--- src/rtl/debug_ctrl_pkg.sv ---
// Shared run-control encodings: CPU FSM states and board key indices.
// Used by debug_step_ctrl, the CPU top and the display mux.
package debug_ctrl_pkg;

    typedef enum logic [1:0] {
        ST_HALT  = 2'd0,
        ST_RUN   = 2'd1,
        ST_BURST = 2'd2
    } state_e;

    localparam int unsigned KEY_RUN   = 0;
    localparam int unsigned KEY_STEP  = 1;
    localparam int unsigned KEY_BURST = 2;
    localparam int unsigned KEY_PAGE  = 3;
    localparam int unsigned KEY_W     = 4;

endpackage

--- src/rtl/cpu_tick_gen.sv ---
// Clock divider for the CPU enable: tick_c fires on the last count of each
// RUN_DIV-cycle period while enabled; clr restarts the period at zero.
module cpu_tick_gen #(
    parameter int unsigned RUN_DIV = 4
) (
    input  logic clk,
    input  logic rst,
    input  logic clr,
    input  logic en,
    output logic tick_c
);

    localparam int unsigned DIV_W = (RUN_DIV > 1) ? $clog2(RUN_DIV) : 1;
    localparam logic [DIV_W-1:0] DIV_MAX = DIV_W'(RUN_DIV - 1);

    logic [DIV_W-1:0] div_q;
    logic [DIV_W-1:0] div_d;

    assign tick_c = en && (div_q == DIV_MAX);

    always_comb begin
        div_d = div_q;
        if (clr) begin
            div_d = '0;
        end else if (en) begin
            div_d = tick_c ? '0 : div_q + DIV_W'(1);
        end
    end

    always_ff @(posedge clk) begin
        if (rst) begin
            div_q <= '0;
        end else begin
            div_q <= div_d;
        end
    end

endmodule

--- src/rtl/debug_step_ctrl.sv ---
// Debug run-control: HALT / RUN / BURST scheduling of the CPU clock-enable,
// key arbitration and display page cycling. DEBUG_STEP_BREAK_EN adds breakpoint halt.
module debug_step_ctrl
    import debug_ctrl_pkg::*;
#(
    parameter int unsigned RUN_DIV = 4,
    parameter int unsigned STEP_N  = 8,
    parameter int unsigned PAGES   = 4
) (
    input  logic                                         clk,
    input  logic                                         rst,
    input  logic [KEY_W-1:0]                             key_pulse,
`ifdef DEBUG_STEP_BREAK_EN
    input  logic                                         bp_hit,
    output logic                                         bp_flag,
`endif
    output logic                                         cpu_en,
    output logic                                         running,
    output logic [1:0]                                   state_o,
    output logic [$clog2(STEP_N+1)-1:0]                  steps_left,
    output logic [((PAGES > 1) ? $clog2(PAGES) : 1)-1:0] page
);

    localparam int unsigned SL_W = $clog2(STEP_N + 1);
    localparam int unsigned PG_W = (PAGES > 1) ? $clog2(PAGES) : 1;

    state_e            state_q,   state_d;
    logic              cpu_en_q,  cpu_en_d;
    logic              running_q, running_d;
    logic [SL_W-1:0]   steps_q,   steps_d;
    logic [PG_W-1:0]   page_q,    page_d;
    logic              tick_c;
    logic              stop_c;

    cpu_tick_gen #(
        .RUN_DIV (RUN_DIV)
    ) u_tick (
        .clk    (clk),
        .rst    (rst),
        .clr    (state_q == ST_HALT),
        .en     (state_q != ST_HALT),
        .tick_c (tick_c)
    );

`ifdef DEBUG_STEP_BREAK_EN
    logic bp_flag_q, bp_flag_d;
    assign stop_c  = key_pulse[KEY_RUN] || bp_hit;
    assign bp_flag = bp_flag_q;
`else
    assign stop_c  = key_pulse[KEY_RUN];
`endif

    // Mode sequencing; a stop request always beats a coincident tick.
    always_comb begin
        state_d  = state_q;
        cpu_en_d = 1'b0;
        steps_d  = steps_q;
        page_d   = page_q;
`ifdef DEBUG_STEP_BREAK_EN
        bp_flag_d = bp_flag_q;
`endif
        if (key_pulse[KEY_PAGE]) begin
            page_d = (page_q == PG_W'(PAGES - 1)) ? '0 : page_q + PG_W'(1);
        end

        case (state_q)
            ST_HALT: begin
                steps_d = '0;
                if (key_pulse[KEY_RUN]) begin
                    state_d = ST_RUN;
`ifdef DEBUG_STEP_BREAK_EN
                    bp_flag_d = 1'b0;
`endif
                end else if (key_pulse[KEY_BURST]) begin
                    state_d = ST_BURST;
                    steps_d = SL_W'(STEP_N);
`ifdef DEBUG_STEP_BREAK_EN
                    bp_flag_d = 1'b0;
`endif
                end else if (key_pulse[KEY_STEP]) begin
                    cpu_en_d = 1'b1;
                end
            end
            ST_RUN: begin
                if (stop_c) begin
                    state_d = ST_HALT;
                end else begin
                    cpu_en_d = tick_c;
                end
            end
            ST_BURST: begin
                if (stop_c) begin
                    state_d = ST_HALT;
                    steps_d = '0;
                end else if (tick_c) begin
                    cpu_en_d = 1'b1;
                    if (steps_q <= SL_W'(1)) begin
                        state_d = ST_HALT;
                        steps_d = '0;
                    end else begin
                        steps_d = steps_q - SL_W'(1);
                    end
                end
            end
            default: begin
                state_d = ST_HALT;
                steps_d = '0;
            end
        endcase

`ifdef DEBUG_STEP_BREAK_EN
        if ((state_q != ST_HALT) && bp_hit) begin
            bp_flag_d = 1'b1;
        end
`endif
        running_d = (state_d != ST_HALT);
    end

    always_ff @(posedge clk) begin
        if (rst) begin
            state_q   <= ST_HALT;
            cpu_en_q  <= 1'b0;
            running_q <= 1'b0;
            steps_q   <= '0;
            page_q    <= '0;
`ifdef DEBUG_STEP_BREAK_EN
            bp_flag_q <= 1'b0;
`endif
        end else begin
            state_q   <= state_d;
            cpu_en_q  <= cpu_en_d;
            running_q <= running_d;
            steps_q   <= steps_d;
            page_q    <= page_d;
`ifdef DEBUG_STEP_BREAK_EN
            bp_flag_q <= bp_flag_d;
`endif
        end
    end

    assign cpu_en     = cpu_en_q;
    assign running    = running_q;
    assign state_o    = state_q;
    assign steps_left = steps_q;
    assign page       = page_q;

endmodule

--- config.mk ---
export PLATFORM = sky130hd
export DESIGN_NAME = debug_step_ctrl
export DESIGN_NICKNAME = d
export VERILOG_FILES = /design/src/rtl/debug_ctrl_pkg.sv /design/src/rtl/cpu_tick_gen.sv /design/src/rtl/debug_step_ctrl.sv
export SDC_FILE = /design/constraint.sdc
export NUM_CORES = 1
export LEC_CHECK = 0
export ABC_AREA = 1
export CAP_MARGIN = 25
export CORE_MARGIN = 2
export CORE_UTILIZATION = 45
export DETAILED_ROUTE_END_ITERATION = 10
export PLACE_DENSITY = 0.73
export SLEW_MARGIN = 20
export SYNTH_ARGS = -nofsm -noshare
export SYNTH_HDL_FRONTEND = slang
export SYNTH_SLANG_ARGS = --single-unit
export TNS_END_PERCENT = 50
--- constraint.sdc ---
create_clock -name clk -period 3.3 [get_ports clk]
set_input_delay 0.66 -clock clk [delete_from_list [all_inputs] [get_ports clk]]
set_output_delay 0.66 -clock clk [all_outputs]
set_load 0.02 [all_outputs]
==> qor.tcl, run 1 <==
set qor(drtPass1Iterations) 4
set qor(clock_tree_from_tritoncts) {built}
set qor(syn_nets) 104
set qor(worst-endpoint-arrival_ns) 1.32
set qor(timing.final.max_slew_violations) 0
set qor(cts_root_buffer) {clkbuf_4}
set qor(grt_antenna_before_repair) 0
set qor(layout.cell_area.non_filler_um2) 871
set qor(die_area_um2) 1830
set qor(largest_net_degree_at_the_start_of_global_routing) 7
set qor(worst-path-max-fanout) 5
set qor(drtAntennaViolNets) 0
set qor(drt-wirelength-per-cell_um) 10.1
set qor(crit_slowest_cell) {clkdlybuf4s50_1}
set qor(first_global_vias) 547
set qor(setup.worst_path.end_class) {output port}
set qor(setup_tns_ns) 0
set qor(cp_num_buf_inv) 1
set qor(ys.warnings.count) 0
set qor(die_height_um) 42.8
set qor(wl_mm) 1.25
set qor(pin_count) 16
set qor(grt_first_pass_wirelength_mm) 2.24
set qor(synth-seq-area-share_pct) 35.4
set qor(worst_hold_path_type) {flop to flop}
set qor(hold-worst-slack_ns) 0.436
set qor(core.rowCount) 14
set qor(insertedDiodeCount) 0
set qor(relSlewSlack_pct) 84.4
set qor(grt_overflow_total) 0
set qor(worst_setup_hold_path_clk_slew_ns) 0.07
set qor(final_layout_size_suffix_gt1_share_pct) 10.2
set qor(core_region_area_um2) 1450
set qor(syn_area_um2) 678
set qor(fin_worst_skew_ns) 0.000563
set qor(dr_drc_count) 0
set qor(timing.critical_path.from_type) {flop}
set qor(clk_latency_ns) 0.27
set qor(ir_drop_v) 0.000203
set qor(critical-path-max-stage-delay_ns) 0.64
set qor(layout_commonest_cell) {nand2_1}
set qor(critPathTopFamily) {buffers and inverters}
set qor(yosys.cell_types.count) 19
set qor(count_of_nets_after_finishing) 124
set qor(cts.sink_count) 12
set qor(power_leakage_nw) 0.415
set qor(htree_levels) 1
set qor(power-per-cell-area_nw_per_um2) 412
set qor(result_of_the_run) {finished, final reports clean}
set qor(period_needed_ns) 1.98
set qor(critPathRequiredTime_ns) 2.64
set qor(gp_congestion) 0.898
set qor(finalSetupViolations) 0
set qor(rsz_0062_raised_after_global_routing) {no}
set qor(initial_utilization_pct) 46.6
set qor(cts_repair_resize_count) 0
set qor(hpwl_mm) 1.04
set qor(finalCritPeriodShare_pct) 59.9
set qor(placed_cell_area_um2) 848
set qor(ordered_list_of_cells_on_the_worst_path) {clkdlybuf4s50_1}
set qor(max_slew.worst_pin.slew_ns) 0.235
set qor(postSynthRegisterBits) 12
set qor(post_cts_setup_buffer_count) 0
set qor(worstSetupPathType) {flop to output port}
set qor(commonest_non_fill_non_tap_cells_in_the_layout) {nand2_1 (16), clkdlybuf4s50_1 (15), inv_1 (13)}
set qor(cts-buffers-inserted) 3
set qor(place.port_buffers) 15
set qor(clock.fmax_ghz) 0.506
set qor(synthCells) 90
set qor(area.growth.synth_to_final_pct) 28.4
set qor(drt_iter0_markers) 9
set qor(syn_area_per_cell_um2) 7.54
set qor(floorplan.die.width_um) 42.8
set qor(dr_total_vias) 587
set qor(clock_tree_buffer_depth) 2
set qor(timing.final.hold_violations) 0
set qor(drv.max_cap_violation_count) 0
set qor(post_cts_hold_buffer_count) 0
set qor(drt-vias-per-instance) 4.73
set qor(gr-usage-all-layers_pct) 16.6
## through the flow
step | setup slack, ns | power (mW) | std cells | util (%)
2_1_floorplan | 1.76 | 0.237 | 90 | -
3_3_place_gp | 1.47 | 0.273 | 121 | 58.3
3_5_place_dp | 1.44 | 0.276 | 121 | 58.3
4_1_cts | 1.31 | 0.363 | 124 | 59.9
5_1_grt | 1.26 | 0.384 | 124 | 59.9
6_report | 1.32 | 0.358 | 124 | 59.9
## final cells by class
type | instances | area, um^2
repair buffers | 15 | 150
fillers | 144 | 583
inverters | 17 | 80.1
flip-flops and latches | 12 | 240
multi-input cells | 61 | 358
clock buffers | 3 | 22.5
well taps | 16 | 20.0
## metal layers
layer	up-vias	global-route usage, %	part of all wire (%)
li1	319	-	-
met2	10	27.3	46
met3	4	4.26	3.4
met5	-	0	0
met1	254	18.4	48
met4	0	11.3	2.7
## state kept, by name, summed over array words and instances, names as in the netlist
| signal | flops |
|---|---|
| u_tick.div_q | 2 |
| page | 2 |
| steps_left | 4 |
| state_o | 2 |
| cpu_en | 1 |
| running | 1 |
## synthesized netlist by cell type, drive strengths merged
cell type / instances / share of area [%]
inv: 16 / 9.2
nand2: 17 / 11
nor2: 13 / 7.6
nor3: 3 / 2.2
dfxtp: 12 / 35
o21ai: 6 / 6.6
o21bai: 1 / 1.1
a21oi: 7 / 5.2
ha: 8 / 15
nand3b: 1 / 1.1
nand3: 5 / 3.7
bufinv: 1 / 2.6
## cell families after synthesis
| logic type | Yosys count | synth area share (%) |
|---|---|---|
| adders and majority gates | 8 | 14.8 |
| AOI/OAI and AO/OA | 14 | 12.9 |
| DFF | 12 | 35.4 |
| and+or+nand+nor | 39 | 25.1 |
| buffers and inverters | 17 | 11.8 |
## power by group
part	leakage, nW	switching [mW]	internal, mW
Combinational	0.302	0.0561	0.0493
Clock	0.0138	0.0448	0.0422
Sequential	0.0985	0.00980	0.156
## worst paths after layout
| path | slack [ns] | end | depth (start not counted) | from |
|---|---|---|---|---|
| setup / recovery | 1.32 | steps_left[2] | 1 | steps_left[2]$_SDFFE_PP0P_ |
| hold / removal | 0.44 | u_tick.div_q[0]$_SDFFE_PP0N_ | 1 | u_tick.div_q[0]$_SDFFE_PP0N_ |
| setup reg to reg | 1.75 | running$_SDFF_PP0_ | 10 | state_o[0]$_SDFF_PP0_ |
| hold reg to reg | 0.44 | u_tick.div_q[0]$_SDFFE_PP0N_ | 1 | u_tick.div_q[0]$_SDFFE_PP0N_ |
(Power assumes the default switching activity.)
==> run 2, diff against run 1 <==
--- a/config.mk
+++ b/config.mk
@@ -8,9 +8,9 @@
 export ABC_AREA = 1
 export CAP_MARGIN = 25
 export CORE_MARGIN = 2
-export CORE_UTILIZATION = 45
+export CORE_UTILIZATION = 42
 export DETAILED_ROUTE_END_ITERATION = 10
-export PLACE_DENSITY = 0.73
+export PLACE_DENSITY = 0.72
 export SLEW_MARGIN = 20
 export SYNTH_ARGS = -nofsm -noshare
 export SYNTH_HDL_FRONTEND = slang
==> constraint.sdc (replaced) <==
create_clock -name clk -period 1.7 [get_ports clk]
set_input_delay 0.34 -clock clk [delete_from_list [all_inputs] [get_ports clk]]
set_output_delay 0.34 -clock clk [all_outputs]
set_load 0.02 [all_outputs]
==> run 2 against run 1 <==
Final cell count rose by 0.81%; first-iteration DRC count rose by 11%; worst hold slack got worse by 0.0070 ns; die area rose by 6.5%; setup slack got worse by 1.3 ns; core utilization fell by 0.84 points; total power rose by 110%; clock power rose to 2.6 times the previous value; sequential cell count did not move; sequential share of layout area fell by 0.58 points; critical path type unchanged.
==> qor.tcl, run 2 (synthesis gave the netlist of run 1 again) <==
set qor(drtAntennaViolNets) 0 ;# unchanged
set qor(insertedDiodeCount) 0 ;# unchanged
set qor(pwr-share-seq_pct) 42.5 ;# -3.8 points
set qor(critPathRequiredTime_ns) 1.36 ;# -1.28 ns
set qor(ordered_list_of_cells_on_the_worst_path) {clkdlybuf4s50_1}
set qor(gr-usage-all-layers_pct) 14.5 ;# -2.0 points
set qor(wl_mm) 1.31 ;# +4.5%
set qor(fin_worst_skew_ns) 0.00594 ;# +0.00538 ns
set qor(crit_start) {steps_left[3]$_SDFFE_PP0P_}
set qor(post_cts_setup_buffer_count) 0 ;# unchanged
set qor(regToRegStartpoint) {state_o[0]$_SDFF_PP0_}
set qor(relSlewSlack_pct) 82.5 ;# -1.8 points
set qor(timing.final.max_slew_violations) 0 ;# unchanged
set qor(p_int_mw) 0.529 ;# +110%
set qor(initial_utilization_pct) 45.0 ;# -1.6 points
set qor(result_of_the_run) {finished, final reports clean}
set qor(place.port_buffers) 15 ;# unchanged
set qor(fillers) 148 ;# +2.8%
set qor(grt_first_pass_wirelength_mm) 2.12 ;# -5.5%
set qor(hold-path-cell-count) 1 ;# unchanged
set qor(setup_tns_ns) 0 ;# unchanged
set qor(worst_setup_hold_path_clk_slew_ns) 0.08 ;# about the same
set qor(floorplan.die.width_um) 44.2 ;# +3.2%
set qor(core.rowCount) 14 ;# unchanged
set qor(worst-endpoint-arrival_ns) 1.30 ;# -0.02 ns
set qor(pin_count) 16 ;# unchanged
set qor(clock_tree_from_tritoncts) {built}
set qor(critical-path-max-stage-delay_ns) 0.63 ;# about the same
set qor(core_region_area_um2) 1510 ;# +3.6%
set qor(layout_commonest_cell) {nand2_1}
set qor(grt_overflow_total) 0 ;# unchanged
set qor(drtPass1Iterations) 4 ;# unchanged
set qor(timing.critical_path.from_type) {flop}
set qor(period_needed_ns) 1.64
set qor(drt_iter0_markers) 10 ;# +1
set qor(count_of_nets_after_finishing) 124 ;# unchanged
set qor(layout.cell_area.non_filler_um2) 890 ;# +2.2%
set qor(final.setup.worst_slack_ns) 0.0590 ;# -1.26 ns
set qor(cp_num_buf_inv) 1 ;# unchanged
set qor(finish.utilization_pct) 59.1 ;# -0.84 points
set qor(htree_levels) 1 ;# unchanged
set qor(power-per-cell-area_nw_per_um2) 851 ;# +110%
set qor(power_leakage_nw) 0.422 ;# +1.8%
set qor(placed_cell_area_um2) 848 ;# unchanged
set qor(area.growth.synth_to_final_pct) 31.2
set qor(final_layout_size_suffix_gt1_share_pct) 11.0 ;# +0.82 points
set qor(cts.sink_count) 12 ;# unchanged
set qor(drt-wirelength-per-cell_um) 10.5 ;# +3.6%
set qor(cp_num_cells) 1 ;# unchanged
set qor(rsz_0062_raised_after_global_routing) {no}
set qor(drt-vias-per-instance) 4.94 ;# +4.4%
set qor(hold-worst-slack_ns) 0.429 ;# -0.00704 ns
set qor(switchingPower_mw) 0.228 ;# +110%
set qor(drv.max_cap_violation_count) 0 ;# unchanged
set qor(finalSetupViolations) 0 ;# unchanged
set qor(max_slew.worst_pin.slew_ns) 0.262 ;# +0.0277 ns
set qor(die_height_um) 44.2 ;# +3.2%
set qor(finalCritPeriodShare_pct) 96.5
set qor(power_frac_clock_pct) 29.9 ;# +5.6 points
set qor(ir_drop_v) 0.000551 ;# +170%
set qor(setup.worst_path.end_class) {output port}
set qor(worstSetupPathType) {flop to output port}
set qor(first_global_vias) 555 ;# +1.5%
set qor(gp_congestion) 0.849 ;# -5.5%
set qor(worst-path-max-fanout) 5 ;# unchanged
set qor(cts_root_buffer) {clkbuf_4}
set qor(die_area_um2) 1950 ;# +6.5%
set qor(hold_path_startpoint) {u_tick.div_q[0]$_SDFFE_PP0N_}
set qor(sw_frac_of_total_pct) 30.2 ;# -0.73 points
set qor(hpwl_mm) 1.07 ;# +3.4%
set qor(commonest_non_fill_non_tap_cells_in_the_layout) {nand2_1 (16), clkdlybuf4s50_1 (15), inv_1 (13)}
set qor(largest_register_ff_count) 4 ;# unchanged
set qor(critPathTopFamily) {buffers and inverters}
set qor(crit_slowest_cell) {clkdlybuf4s50_1}
set qor(share_comb_of_total_power_pct) 27.6 ;# -1.8 points
set qor(dp_worst_setup_slack_ns) 0.147 ;# -1.29 ns
set qor(grt_antenna_before_repair) 0 ;# unchanged
set qor(dr_total_vias) 618 ;# +5.3%
set qor(dr_drc_count) 0 ;# unchanged
set qor(largest_net_degree_at_the_start_of_global_routing) 8 ;# +1
set qor(clock.fmax_ghz) 0.609
set qor(worst_hold_path_type) {flop to flop}
set qor(timing.final.hold_violations) 0 ;# unchanged
set qor(clock_tree_buffer_depth) 2 ;# unchanged
set qor(rr_worst_depth) 10 ;# unchanged
set qor(cts-buffers-inserted) 3 ;# unchanged
set qor(clk_latency_ns) 0.27 ;# about the same
==> run 2: path summary, 6_finish.rpt <==
path / slack, ns / end
worst max-delay path: 0.06 / steps_left[3]
worst min-delay path: 0.43 / u_tick.div_q[0]$_SDFFE_PP0N_
worst max register to register: 0.19 / running$_SDFF_PP0_
worst min register to register: 0.43 / u_tick.div_q[0]$_SDFFE_PP0N_
==> run 2: metal layers <==
layer  up-vias  global-route usage, %  wire (um)
li1        323                      -          -
met3         4                   3.67         69
met4         0                   7.88         23
met1       276                   18.3        631
met5         -                      0          0
met2        15                   22.6        583
==> run 2: through the flow <==
stage / std cells / total power, mW
floorplan: 90 / 0.461
global placement: 121 / 0.532
detailed placement: 121 / 0.536
CTS: 125 / 0.767
global route: 125 / 0.801
finish: 125 / 0.757
==> run 2: power groups by stage <==
stage,sequential [mW],clock [mW],combinational (mW)
floorplan,0.350,0,0.110
global placement,0.328,0,0.203
detailed placement,0.329,0,0.208
CTS,0.322,0.237,0.209
global route,0.325,0.246,0.230
finish,0.322,0.227,0.209
==> run 2: final cells by class <==
| class | count | area (um^2) | area share, % |
|---|---|---|---|
| tap | 16 | 20.0 | 2.25 |
| multi-input combinational | 61 | 363 | 40.8 |
| sequential | 12 | 240 | 27.0 |
| inverter | 17 | 80.1 | 9.00 |
| clock buffer | 4 | 36.3 | 4.08 |
| timing repair buffer | 15 | 150 | 16.9 |
==> run 2: timing repair <==
item	in CTS	in global routing
setup endpoints to repair	0	2
hold buffers	0	0
resized for setup	0	1
==> run 3, diff against run 2 <==
--- a/config.mk
+++ b/config.mk
@@ -7,7 +7,6 @@
 export LEC_CHECK = 0
 export ABC_AREA = 1
 export CAP_MARGIN = 25
-export CORE_MARGIN = 2
 export CORE_UTILIZATION = 42
 export DETAILED_ROUTE_END_ITERATION = 10
 export PLACE_DENSITY = 0.72
==> run 3 against run 2 <==
Final cell count is the same; setup slack worse by 0.0029 ns; sequential share of layout area is 0.15 points higher; sequential power barely moved.
==> qor.tcl, run 3 (synthesis gave the netlist of run 1 again) <==
set qor(grt_overflow_total) 0 ;# unchanged
set qor(timing.final.hold_violations) 0 ;# unchanged
set qor(gr-usage-all-layers_pct) 15.7 ;# +1.2 points
set qor(layout_commonest_cell) {nand2_1}
set qor(ff_latch_area_um2) 240 ;# unchanged
set qor(grt_first_pass_wirelength_mm) 2.08 ;# -1.7%
set qor(cts-buffers-inserted) 3 ;# unchanged
set qor(gp_congestion) 0.819 ;# -3.4%
set qor(count_of_nets_after_finishing) 124 ;# unchanged
set qor(timing.critical_path.from_type) {flop}
set qor(place.port_buffers) 15 ;# unchanged
set qor(cts_repair_resize_count) 0 ;# unchanged
set qor(hpwl_mm) 1.01 ;# -5.7%
set qor(clk_latency_ns) 0.27 ;# about the same
set qor(drtAntennaViolNets) 0 ;# unchanged
set qor(crit_slowest_cell) {clkdlybuf4s50_1}
set qor(critPathRequiredTime_ns) 1.36 ;# about the same
set qor(htree_levels) 1 ;# unchanged
set qor(period_needed_ns) 1.64 ;# +0.00290 ns
set qor(cts.sink_count) 12 ;# unchanged
set qor(clock.fmax_ghz) 0.608 ;# -0.18%
set qor(regToRegStartpoint) {state_o[0]$_SDFF_PP0_}
set qor(clock_tree_buffer_depth) 2 ;# unchanged
set qor(drt_iter0_markers) 13 ;# +3
set qor(pin_count) 16 ;# unchanged
set qor(result_of_the_run) {finished, final reports clean}
set qor(critical-path-max-stage-delay_ns) 0.63 ;# about the same
set qor(hold-worst-slack_ns) 0.445 ;# +0.0164 ns
set qor(setup_tns_ns) 0 ;# unchanged
set qor(fin_worst_skew_ns) 0.00904 ;# +0.00311 ns
set qor(ordered_list_of_cells_on_the_worst_path) {clkdlybuf4s50_1}
set qor(cts_root_buffer) {clkbuf_4}
set qor(power-per-cell-area_nw_per_um2) 857 ;# +0.63%
set qor(ir_drop_v) 0.000512 ;# -7.1%
set qor(final_layout_size_suffix_gt1_share_pct) 11.0 ;# unchanged
set qor(core_region_area_um2) 1510 ;# unchanged
set qor(dr_total_vias) 604 ;# -2.3%
set qor(setup.worst_path.end_class) {output port}
set qor(drv.max_cap_violation_count) 0 ;# unchanged
set qor(worstSetupPathType) {flop to output port}
set qor(insertedDiodeCount) 0 ;# unchanged
set qor(hold_path_startpoint) {u_tick.div_q[0]$_SDFFE_PP0N_}
set qor(initial_utilization_pct) 45.0 ;# unchanged
set qor(dr_drc_count) 0 ;# unchanged
set qor(relSlewSlack_pct) 84.1 ;# +1.6 points
set qor(largest_register_ff_count) 4 ;# unchanged
set qor(max_slew.worst_pin.slew_ns) 0.238 ;# -0.0239 ns
set qor(commonest_non_fill_non_tap_cells_in_the_layout) {nand2_1 (16), clkdlybuf4s50_1 (15), inv_1 (13)}
set qor(wl_mm) 1.26 ;# -3.4%
set qor(floorplan.die.width_um) 42.2 ;# -4.5%
set qor(post_cts_setup_buffer_count) 0 ;# unchanged
set qor(power_leakage_nw) 0.422 ;# about the same
set qor(die_area_um2) 1780 ;# -8.8%
set qor(timing.final.max_slew_violations) 0 ;# unchanged
set qor(worst_setup_hold_path_clk_slew_ns) 0.08 ;# about the same
set qor(worst-endpoint-arrival_ns) 1.30 ;# about the same
set qor(clock_tree_from_tritoncts) {built}
set qor(core.rowCount) 14 ;# unchanged
set qor(finalSetupViolations) 0 ;# unchanged
set qor(fillers) 142 ;# -4.1%
set qor(largest_net_degree_at_the_start_of_global_routing) 8 ;# unchanged
set qor(worst-path-max-fanout) 5 ;# unchanged
set qor(die_height_um) 42.2 ;# -4.5%
set qor(drt-vias-per-instance) 4.83 ;# -2.3%
set qor(crit_start) {steps_left[3]$_SDFFE_PP0P_}
set qor(critPathTopFamily) {buffers and inverters}
set qor(first_global_vias) 514 ;# -7.4%
set qor(worst_hold_path_type) {flop to flop}
set qor(finalCritPeriodShare_pct) 96.7 ;# +0.17 points
set qor(grt_antenna_before_repair) 0 ;# unchanged
set qor(drt-wirelength-per-cell_um) 10.1 ;# -3.4%
set qor(drtPass1Iterations) 4 ;# unchanged
set qor(rsz_0062_raised_after_global_routing) {no}
set qor(area_of_the_multi_input_gates_um2) 358 ;# -1.4%
set qor(post_cts_hold_buffer_count) 0 ;# unchanged
set qor(area.growth.synth_to_final_pct) 30.4
set qor(cp_num_buf_inv) 1 ;# unchanged
set qor(finish.utilization_pct) 58.7 ;# -0.33 points
[run 3: cell types whose count changed in the layout (fill, tap and decap cells not counted)]
cell	before	now
nor2_4	1	0
nor2_2	0	1
[run 3: path summary, 6_finish.rpt]
kind / slack [ns] / cells after the start / endpoint
setup reg to reg: 0.16 / 10 / running$_SDFF_PP0_
setup / recovery: 0.06 / 1 / steps_left[3]
hold reg to reg: 0.45 / 1 / u_tick.div_q[0]$_SDFFE_PP0N_
hold / removal: 0.45 / 1 / u_tick.div_q[0]$_SDFFE_PP0N_
[run 3: cell type report]
type	instances	share of cell area, %
flip-flops and latches	12	27.2
multi-input cells	61	40.5
repair buffers	15	17.0
clock buffers	4	4.10
inverters	17	9.05
well taps	16	2.26
[run 3: per-stage QoR]
step,power (mW),area (um^2),setup slack [ns],cells
after detailed placement,0.536,848,0.162,121
after CTS,0.764,885,0.0480,125
after floorplan,0.461,678,0.163,90
final,0.758,885,0.0561,125
after global routing,0.798,885,0.0173,125
after global placement,0.532,848,0.174,121
[run 3: routing by layer]
| layer | global-route usage, % | wire (um) | part of all wire, % |
|---|---|---|---|
| met1 | 20.5 | 631 | 50 |
| met2 | 22.5 | 566 | 45 |
| met3 | 3.02 | 48 | 3.8 |
| met4 | 12.5 | 17 | 1.3 |
| met5 | 0 | 0 | 0 |
[run 3: power breakdown]
part / total [mW] / internal, mW / switching (mW)
Clock: 0.228 / 0.130 / 0.0981
Sequential: 0.322 / 0.303 / 0.0187
Combinational: 0.208 / 0.0964 / 0.111
Total: 0.758 / 0.530 / 0.228
